===== src/rtl/flash_arb_pkg.sv =====
// Shared types and helpers for the two-port SPI flash arbiter.
`timescale 1ns/1ps
package flash_arb_pkg;

  // Arbiter sequencing: accept in IDLE, wait on flash in FETCH, pulse ready in RESPOND.
  typedef enum logic [1:0] {
    ST_IDLE    = 2'd0,
    ST_FETCH   = 2'd1,
    ST_RESPOND = 2'd2
  } arb_state_t;

  // Index of a requester port (0 = instruction fetch, 1 = data/load).
  typedef logic port_idx_t;

  // Default flash byte-address width forwarded downstream.
  localparam int ADDR_BITS_DEFAULT = 24;

  // Decoded view of one requester's bus signals.
  typedef struct packed {
    logic pending;
    logic is_write;
  } req_decode_t;

  // A request is pending when selected and either reading or writing.
  // Read takes precedence when read and a write mask are both present.
  function automatic req_decode_t decode_req(input logic       sel,
                                             input logic       read,
                                             input logic [3:0] mask);
    req_decode_t d;
    d.pending  = sel && (read || (mask != 4'b0000));
    d.is_write = sel && !read && (mask != 4'b0000);
    return d;
  endfunction

endpackage


===== src/rtl/flash_rr_arb.sv =====
// Two-way round-robin grant. When both ports request, the port that was
// not granted last wins; a single requester always wins. The last-grant
// register only moves when the owner accepts the grant (advance high).
`timescale 1ns/1ps
module flash_rr_arb
  import flash_arb_pkg::*;
(
  input  logic       clk,
  input  logic       reset,
  input  logic [1:0] req,
  input  logic       advance,
  output logic       grant_valid,
  output port_idx_t  grant
);

  port_idx_t last_grant;

  // Pick the winner from the current requests and the last grant.
  always_comb begin
    grant_valid = |req;
    grant       = 1'b0;
    if (req == 2'b11) begin
      grant = ~last_grant;
    end else if (req[1]) begin
      grant = 1'b1;
    end
  end

  // Remember who won; reset value 1 lets port 0 win the first contest.
  always_ff @(posedge clk or posedge reset) begin
    if (reset) begin
      last_grant <= 1'b1;
    end else if (advance && grant_valid) begin
      last_grant <= grant;
    end
  end

endmodule


===== src/rtl/flash_arbiter.sv =====
// Shares one SPI flash controller between an instruction-fetch port (0)
// and a data port (1), with a single-word read buffer in front of flash.
//
// Bus handshake (both upstream ports and the downstream side): the master
// holds sel plus read/mask stable until the slave's ready pulses for exactly
// one cycle; a new request may be presented in the cycle after that pulse.
// Downstream data is valid only in the flash_ready_in cycle.
`timescale 1ns/1ps
module flash_arbiter
  import flash_arb_pkg::*;
#(
  parameter int BUFFER_EN = 1,
  parameter int ADDR_BITS = ADDR_BITS_DEFAULT
) (
  input  logic        clk,
  input  logic        reset,

  input  logic [31:0] p0_address_in,
  input  logic        p0_sel_in,
  input  logic        p0_read_in,
  input  logic [3:0]  p0_write_mask_in,
  input  logic [31:0] p0_write_value_in,
  output logic [31:0] p0_read_value_out,
  output logic        p0_ready_out,

  input  logic [31:0] p1_address_in,
  input  logic        p1_sel_in,
  input  logic        p1_read_in,
  input  logic [3:0]  p1_write_mask_in,
  input  logic [31:0] p1_write_value_in,
  output logic [31:0] p1_read_value_out,
  output logic        p1_ready_out,

  output logic [31:0] flash_address_out,
  output logic        flash_sel_out,
  output logic        flash_read_out,
  output logic [3:0]  flash_write_mask_out,
  output logic [31:0] flash_write_value_out,
  input  logic [31:0] flash_read_value_in,
  input  logic        flash_ready_in
);

  localparam int WORD_BITS = ADDR_BITS - 2;

  arb_state_t           state;
  port_idx_t            grant_q;
  logic [WORD_BITS-1:0] word_q;
  logic [31:0]          resp_data;
  logic                 p0_ready_q;
  logic                 p1_ready_q;

  logic                 buf_valid;
  logic [WORD_BITS-1:0] buf_tag;
  logic [31:0]          buf_data;

  req_decode_t          p0_dec;
  req_decode_t          p1_dec;
  req_decode_t          sel_dec;
  logic [31:0]          sel_addr;
  logic [WORD_BITS-1:0] word_in;
  logic                 buf_hit;
  logic                 grant_valid;
  port_idx_t            grant;

  // Write data, byte-offset bits and address bits above the flash window
  // carry no meaning for a read-only flash.
  logic unused_inputs;
  assign unused_inputs = ^{p0_write_value_in, p1_write_value_in,
                           p0_address_in[31:ADDR_BITS], p0_address_in[1:0],
                           p1_address_in[31:ADDR_BITS], p1_address_in[1:0]};

  assign p0_dec = decode_req(p0_sel_in, p0_read_in, p0_write_mask_in);
  assign p1_dec = decode_req(p1_sel_in, p1_read_in, p1_write_mask_in);

  flash_rr_arb u_rr_arb (
    .clk         (clk),
    .reset       (reset),
    .req         ({p1_dec.pending, p0_dec.pending}),
    .advance     (state == ST_IDLE),
    .grant_valid (grant_valid),
    .grant       (grant)
  );

  // Steer the winning port's request and look it up in the read buffer.
  always_comb begin
    sel_addr = grant ? p1_address_in : p0_address_in;
    sel_dec  = grant ? p1_dec : p0_dec;
    word_in  = sel_addr[ADDR_BITS-1:2];
    buf_hit  = (BUFFER_EN != 0) && buf_valid && (buf_tag == word_in);
  end

  // Main sequencer: accept a request, optionally fetch from flash, then
  // pulse ready to the granted port for one cycle.
  always_ff @(posedge clk or posedge reset) begin
    if (reset) begin
      state      <= ST_IDLE;
      grant_q    <= 1'b0;
      word_q     <= '0;
      resp_data  <= '0;
      p0_ready_q <= 1'b0;
      p1_ready_q <= 1'b0;
      buf_valid  <= 1'b0;
      buf_tag    <= '0;
      buf_data   <= '0;
    end else begin
      p0_ready_q <= 1'b0;
      p1_ready_q <= 1'b0;
      case (state)
        ST_IDLE: begin
          if (grant_valid) begin
            grant_q <= grant;
            word_q  <= word_in;
            if (sel_dec.is_write) begin
              // Flash is read-only: writes complete immediately with zero data.
              resp_data  <= '0;
              p0_ready_q <= (grant == 1'b0);
              p1_ready_q <= (grant == 1'b1);
              state      <= ST_RESPOND;
            end else if (buf_hit) begin
              resp_data  <= buf_data;
              p0_ready_q <= (grant == 1'b0);
              p1_ready_q <= (grant == 1'b1);
              state      <= ST_RESPOND;
            end else begin
              state <= ST_FETCH;
            end
          end
        end
        ST_FETCH: begin
          // No timeout: the flash controller always finishes its transaction.
          if (flash_ready_in) begin
            resp_data  <= flash_read_value_in;
            buf_data   <= flash_read_value_in;
            buf_tag    <= word_q;
            buf_valid  <= (BUFFER_EN != 0);
            p0_ready_q <= (grant_q == 1'b0);
            p1_ready_q <= (grant_q == 1'b1);
            state      <= ST_RESPOND;
          end
        end
        ST_RESPOND: begin
          // Select is low here, so the controller cannot restart on a stale request.
          state <= ST_IDLE;
        end
        default: begin
          state <= ST_IDLE;
        end
      endcase
    end
  end

  // Downstream master signals follow the FETCH state directly.
  always_comb begin
    flash_sel_out         = (state == ST_FETCH);
    flash_read_out        = (state == ST_FETCH);
    flash_address_out     = {{(32 - ADDR_BITS){1'b0}}, word_q, 2'b00};
    flash_write_mask_out  = 4'b0000;
    flash_write_value_out = 32'h0;
  end

  // Upstream responses: data only while ready, and only to a still-selected port.
  always_comb begin
    p0_ready_out      = p0_ready_q;
    p1_ready_out      = p1_ready_q;
    p0_read_value_out = (p0_ready_q && p0_sel_in) ? resp_data : 32'h0;
    p1_read_value_out = (p1_ready_q && p1_sel_in) ? resp_data : 32'h0;
  end

endmodule


===== config.mk =====
export PLATFORM = sky130hd
export DESIGN_NAME = flash_arbiter
export DESIGN_NICKNAME = d
export VERILOG_FILES = /design/src/rtl/flash_arb_pkg.sv /design/src/rtl/flash_rr_arb.sv /design/src/rtl/flash_arbiter.sv
export SDC_FILE = /design/constraint.sdc
export NUM_CORES = 1
export LEC_CHECK = 0
export ABC_AREA = 1
export CORE_MARGIN = 2
export CORE_UTILIZATION = 38
export CTS_CLUSTER_DIAMETER = 60
export DETAILED_ROUTE_END_ITERATION = 12
export PLACE_DENSITY = 0.9
export SETUP_SLACK_MARGIN = 0.1
export SYNTH_ARGS = -nofsm -noshare
export SYNTH_HDL_FRONTEND = slang
export SYNTH_SLANG_ARGS = --single-unit

===== constraint.sdc =====
create_clock -name clk -period 3.7 [get_ports clk]
set_input_delay 0.74 -clock clk [delete_from_list [all_inputs] [get_ports clk]]
set_output_delay 0.74 -clock clk [all_outputs]
set_load 0.1 [all_outputs]

# Yosys cells after proc, flatten, opt, wreduce, memory -nomap -nowiden
# Cells that the tools add are included.
totals:
  out_inout_bits: 136
  input_bits: 175
  elab_cells: 68
  regBits: 115
op_classes:
  bitwise_logic: 3
  n_mux: 26
  eq_ne: 6
  n_reduce_logical: 23
op_table:
  columns: ["cell", "count"]
  rows:
  - ["two-way mux 32 bit", 6]
  - ["case mux 32 bit (2 select lines)", 1]
  - ["two-way mux 24 bit", 1]
  - ["equality test 22 bit", 1]
  - ["two-way mux 1 bit", 11]
  - ["logical AND 1 bit", 10]
  - ["two-way mux 2 bit", 4]
  - ["nonzero test 4 bit", 2]
  - ["AND reduction 2 bit", 3]
  - ["case mux 1 bit (2 select lines)", 2]
  - ["case mux 2 bit (2 select lines)", 1]
  - ["AND reduction 4 bit", 1]
  - ["!= test 3 bit, second input constant", 1]
  - ["NOT 1 bit", 3]
  - ["equality test 2 x 1 -> 1 bit, second input constant", 1]
  - ["equality test 2 bit, second input constant", 1]
  - ["zero test 1 bit", 2]
  - ["zero test 2 bit", 1]
  - ["logical OR 1 bit", 2]
  - ["!= test 2 x 1 -> 1 bit, second input constant", 1]
  - ["!= test 2 bit, second input constant", 1]
  - ["nonzero test 2 bit", 1]
  - ["OR reduction 2 bit", 1]

# Logic depth before layout (Yosys ltp)
logic_depth:
  ltp_word: 12
  mapped_depth: 19
  mapped_depth_nobuf: 17

# Cells and area by module
# A second synthesis with hierarchy kept.
hier_totals:
  cells_unflattened: 914
  area_unflattened_um2: 6383.6
by_module_without_submodules:
  columns: ["mod", "n_inst", "area_per_inst_um2", "cells_each"]
  rows:
  - ["flash_arbiter", 1, 6318.6, 905]
  - ["flash_rr_arb", 1, 65.1, 9]

# Least setup slack after synthesis
# OpenSTA, ideal clock, no wires.
synth_path:
  path_kind: "flip-flop to output port"
  from: "register p0_ready_q, in the netlist p0_ready_out"
  to: "output port p0_read_value_out[10]"
  arrival_ns: 2.646
  slack_ns: 0.314
  path_buffers: 1
  path_stages_with_launch: 4
  cell_sequence: "dfrtp_1 -> nand2_1 -> clkbuf_1 -> nor2_1"
synth_via:
  elab_chain_cells: 2
synth_lines:
  columns: ["item", "line_no", "text"]
  rows:
  - ["start: declaration", "flash_arbiter.sv:49", "logic p0_ready_q;"]
  - ["start signal: assignment", "flash_arbiter.sv:116", "p0_ready_q <= (grant == 1'b0);"]
  - ["start signal: assignment", "flash_arbiter.sv:121", "p0_ready_q <= (grant == 1'b0);"]
  - ["start signal: assignment", "flash_arbiter.sv:136", "p0_ready_q <= (grant_q == 1'b0);"]
  - ["logical AND 1 bit", "flash_arbiter.sv:165", "p0_read_value_out = (p0_ready_q && p0_sel_in) ? resp_data : 32'h0;"]
  - ["two-way mux 32 bit", "flash_arbiter.sv:165", null]
  - ["end: declaration", "flash_arbiter.sv:23", "output logic [31:0] p0_read_value_out,"]
# No other way between the ends.

# Worst setup path after layout
layout_path:
  from: "input port p1_write_mask_in[2]"
  to: "register resp_data[15]"
layout_via:
  elab_chain_cells: 10
  word_cells_on_any_way: 18
layout_lines:
  columns: ["item", "line_no", "text"]
  rows:
  - ["start: declaration", "flash_arbiter.sv:29", "input logic [3:0] p1_write_mask_in,"]
  - ["nonzero test 4 bit (*)", "flash_arb_pkg.sv:30, flash_arb_pkg.sv:31", null]
  - ["logical OR 1 bit", "flash_arb_pkg.sv:30", "d.pending = sel && (read || (mask != 4'b0000));"]
  - ["logical AND 1 bit", "flash_arb_pkg.sv:30", null]
  - ["equality test 2 bit or two-way mux 1 bit (tied branches)", "flash_rr_arb.sv:22, flash_rr_arb.sv:24", null]
  - ["two-way mux 1 bit", "flash_rr_arb.sv:22", "if (req == 2'b11) begin"]
  - ["two-way mux 24 bit", "flash_arbiter.sv:86", "sel_addr = grant ? p1_address_in : p0_address_in;"]
  - ["equality test 22 bit", "flash_arbiter.sv:89", "buf_hit = (BUFFER_EN != 0) && buf_valid && (buf_tag == word_in);"]
  - ["logical AND 1 bit", "flash_arbiter.sv:89", null]
  - ["!= test 3 bit (no source line)", null, null]
  - ["AND reduction 4 bit (no source line)", null, null]
  - ["end signal: assignment", "flash_arbiter.sv:120", "resp_data <= buf_data;"]
  - ["end signal: assignment", "flash_arbiter.sv:132", "resp_data <= flash_read_value_in;"]
  - ["end: declaration", "flash_arbiter.sv:48", "logic [31:0] resp_data;"]
# Mark *: on every way between the ends. The rest lies on a longest branch, timed or not. The select of a mux whose other input is x is not followed.
# A chain may end at the register's enable or synchronous reset.

==> flow_metrics.py <==
metrics = {
    "setup_path": {
        "cp-end-kind": "register",
        "worstRegToRegCells": 14,
        "slowest_stage": "clkdlybuf4s50_1",
        "cp_cell_sequence": "clkdlybuf4s50_1 > nor2_1 > nand3_1 > nand2_1 > inv_2 > nand2_1 > buf_12 > nand2_1 > nand3_1 > nand2_1 > nor2_1 > nand2_1 > nor2_1 > nand3_1 > nand3_2 > nand2_4 > nand2_1 > nand2_1",
        "cp_common_cell": "nand2_1",
        "required_ns": 3.99,
        "worstReg2RegEnd": "resp_data[15]",
        "r2r-start": "u_rr_arb.last_grant",
        "critPathMaxFanout": 33,
        "startpoint_type": "input port",
        "cp_slowest_stage_delay_ns": 0.40,
        "r2r_slack_ns": 1.16,
        "arrival_ns": 3.34,
        "crit_type": "in2reg",
    },
    "clock_tree": {
        "clock_latency_ns": 0.41,
        "cts_root_buf": "clkbuf_16",
        "cts_resized": 0,
        "postCtsHoldBufs": 0,
        "numClockSinks": 115,
        "htreeDepth": 4,
        "clkTransAtPathRegs_ns": 0.05,
        "cts_tree": "yes",
        "cts_buffers": 17,
        "cts_setup_buffers": 0,
        "cts.path.max_buffers": 2,
    },
    "cells_and_area": {
        "antennaDiodeCount": 0,
        "final_util_pct": 56.8,
        "areaGrowthSynthToFinish_pct": 45.6,
        "nNetsFinal": 1238,
        "drive_above_1_share_pct": 11.3,
    },
    "sta": {
        "skew_ns": 0.00595,
        "hold_viol": 0,
        "finalSetupTns_ns": 0,
        "min_period_ns": 3.04,
        "setup_viol": 0,
        "timing.final.ws_setup_ns": 0.659,
        "post-route-period-util_pct": 82.2,
        "max_slew_margin_pct": 30.5,
        "slew_violations": 0,
        "max_slew.worst_pin.slew_ns": 1.04,
        "timing.fmax_ghz": 0.329,
        "rsz0062_at_grt": "false",
    },
    "synth": {
        "synth_top_family_by_area": "simple AND/OR/NAND/NOR gates",
        "synth_compound_area_share_pct": 8.89,
        "syn_inst": 901,
        "synth-simple-area-share_pct": 30.4,
        "muxShareOfSynthArea_pct": 0,
        "synth_cell_types": 22,
        "syn_avg_cell_area_um2": 7.20,
        "synth_xor_area_share_pct": 0,
        "synth-adder-area-share_pct": 0,
        "seq_area_frac_synth_pct": 44.4,
        "synth-seq-cells": 115,
        "synth_area_um2": 6490,
        "yosysWarnings": 0,
    },
    "floorplanning": {
        "num_rows": 47,
        "die_height_um": 135,
        "dieWidth_um": 135,
        "die-area_um2": 18100,
        "initial_core_util_pct": 39.0,
        "core_region_area_um2": 16600,
        "io_pins": 311,
    },
    "min_path": {
        "hold_path_end": "resp_data[17]",
        "worstHoldPathCells": 2,
        "hp-class": "reg2reg",
        "min_from": "resp_data[17]",
    },
    "global_routing": {
        "grt_max_degree": 74,
        "grt_pass1_vias": 6135,
        "antenna_found_initial": 0,
        "overflow": 0,
        "grt_usage_pct": 20.8,
        "grt_pass1_wl_um": 30000,
    },
    "drt": {
        "vias": 6285,
        "ant_nets": 0,
        "drt_iter0_drc": 478,
        "highest_layer": "met4",
        "wl_met3_um": 1080,
        "wirelength_um": 18700,
        "drc": 0,
        "met1_length_um": 7320,
        "drt_pass1_iterations": 5,
        "routed_via_density": 4.85,
        "wl_met2_um": 9350,
        "avgRoutedWirePerCell_um": 14.4,
    },
    "placed_design": {
        "dp_slack_ns": 0.278,
        "portBuffers": 180,
        "gp_congestion": 0.879,
        "dp_hpwl_um": 13200,
    },
    "run_status": {
        "outcome": "completed",
    },
    "power_and_ir_drop": {
        "cellLeakagePower_uw": 0.00463,
        "ir_worst_vdd_uv": 627,
        "p_per_area_nw_per_um2": 824,
    },
    "flow_run": {
        "cap_violations": 0,
    },
}
[critical path, delay by kind of cell]
| kind | cells | cell delay, ns |
|---|---|---|
| buf+inv | 3 | 0.66 |
| simple gates | 15 | 1.90 |
[cell usage in the layout (no fill, tap or decap), drive strengths merged]
cell type        n
o22ai            2
a21oi            2
dfstp            1
or2              1
nor2            90
nand3b          20
clkdlybuf4s50  114
clkinvlp         1
clkinv           7
clkbuf          26
buf             81
dfrtp          114
o21ai          102
a31oi            7
conb            46
nand3          112
inv            115
nand2          234
[power breakdown]
part / total, uW / internal [uW] / switching [uW]
Sequential: 2190 / 1840 / 343
Combinational: 4130 / 1090 / 3040
Clock: 1470 / 933 / 534
Total: 7780 / 3870 / 3910
[per-layer routing]
metal / vias up / global-route usage [%]
met5: - / 0
met4: 0 / 12.2
met3: 57 / 4.17
met2: 242 / 35.2
met1: 2941 / 24.6
li1: 3045 / -
[layout make-up]
type,count,area (um2)
Fill cell,1412,7200
Sequential cell,115,2880
Multi-Input combinational cell,616,2720
Timing Repair Buffer,195,2590
Clock buffer,26,509
Inverter,118,447
Tap cell,220,275
Clock inverter,5,25.0
[sequential cells by signal (all words and copies together) (netlist names)]
register / flops
buf_data: 32
resp_data: 32
buf_tag: 22
word_q: 22
state: 2
buf_valid: 1
grant_q: 1
p0_ready_out: 1
p1_ready_out: 1
u_rr_arb.last_grant: 1
[cell families after synthesis]
logic type,Yosys count
buf+inv,215
simple gates,457
flops,115
compound gates,113
other cells,1
[worst max path at each step]
stage	depth (start not counted)	start	end
after floorplan	3	p0_ready_out	p0_read_value_out[10]
after CTS	18	p1_write_mask_in[2]	resp_data[20]
final	18	p1_write_mask_in[2]	resp_data[15]
after detailed placement	18	p1_write_mask_in[2]	resp_data[15]
after global placement	18	p1_write_mask_in[3]	resp_data[20]
after global routing	18	p0_write_mask_in[1]	resp_data[26]
[per-stage QoR]
| stage | cells | hold slack [ns] | cell area, um2 | power (uW) |
|---|---|---|---|---|
| 6_report | 1295 | 0.465 | 9450 | 7780 |
| 5_1_grt | 1295 | 0.492 | 9450 | 8270 |
| 4_1_cts | 1295 | 0.471 | 9450 | 7820 |
| 3_5_place_dp | 1264 | 0.458 | 8910 | 6320 |
| 3_3_place_gp | 1264 | 0.457 | 8910 | 6180 |
| 2_1_floorplan | 946 | 0.440 | 6660 | 5280 |
[Yosys cell counts]
master	instances	area [um2]
a21oi_1	2	10.0
a31oi_1	7	43.8
buf_2	3	15.0
buf_4	52	390
buf_6	7	78.8
clkbuf_1	35	131
clkinv_1	1	3.75
conb_1	1	3.75
dfrtp_1	114	2850
dfstp_2	1	26.3
inv_1	116	435
inv_2	1	3.75
nand2_1	233	875
nand2_4	1	11.3
nand3_1	108	541
nand3_2	4	40.0
nand3b_1	17	128
nand3b_2	3	33.8
nor2_1	90	338
o21ai_0	102	510
o22ai_1	2	12.5
or2_2	1	6.26
No activity file was read; power rests on OpenSTA's default activity.
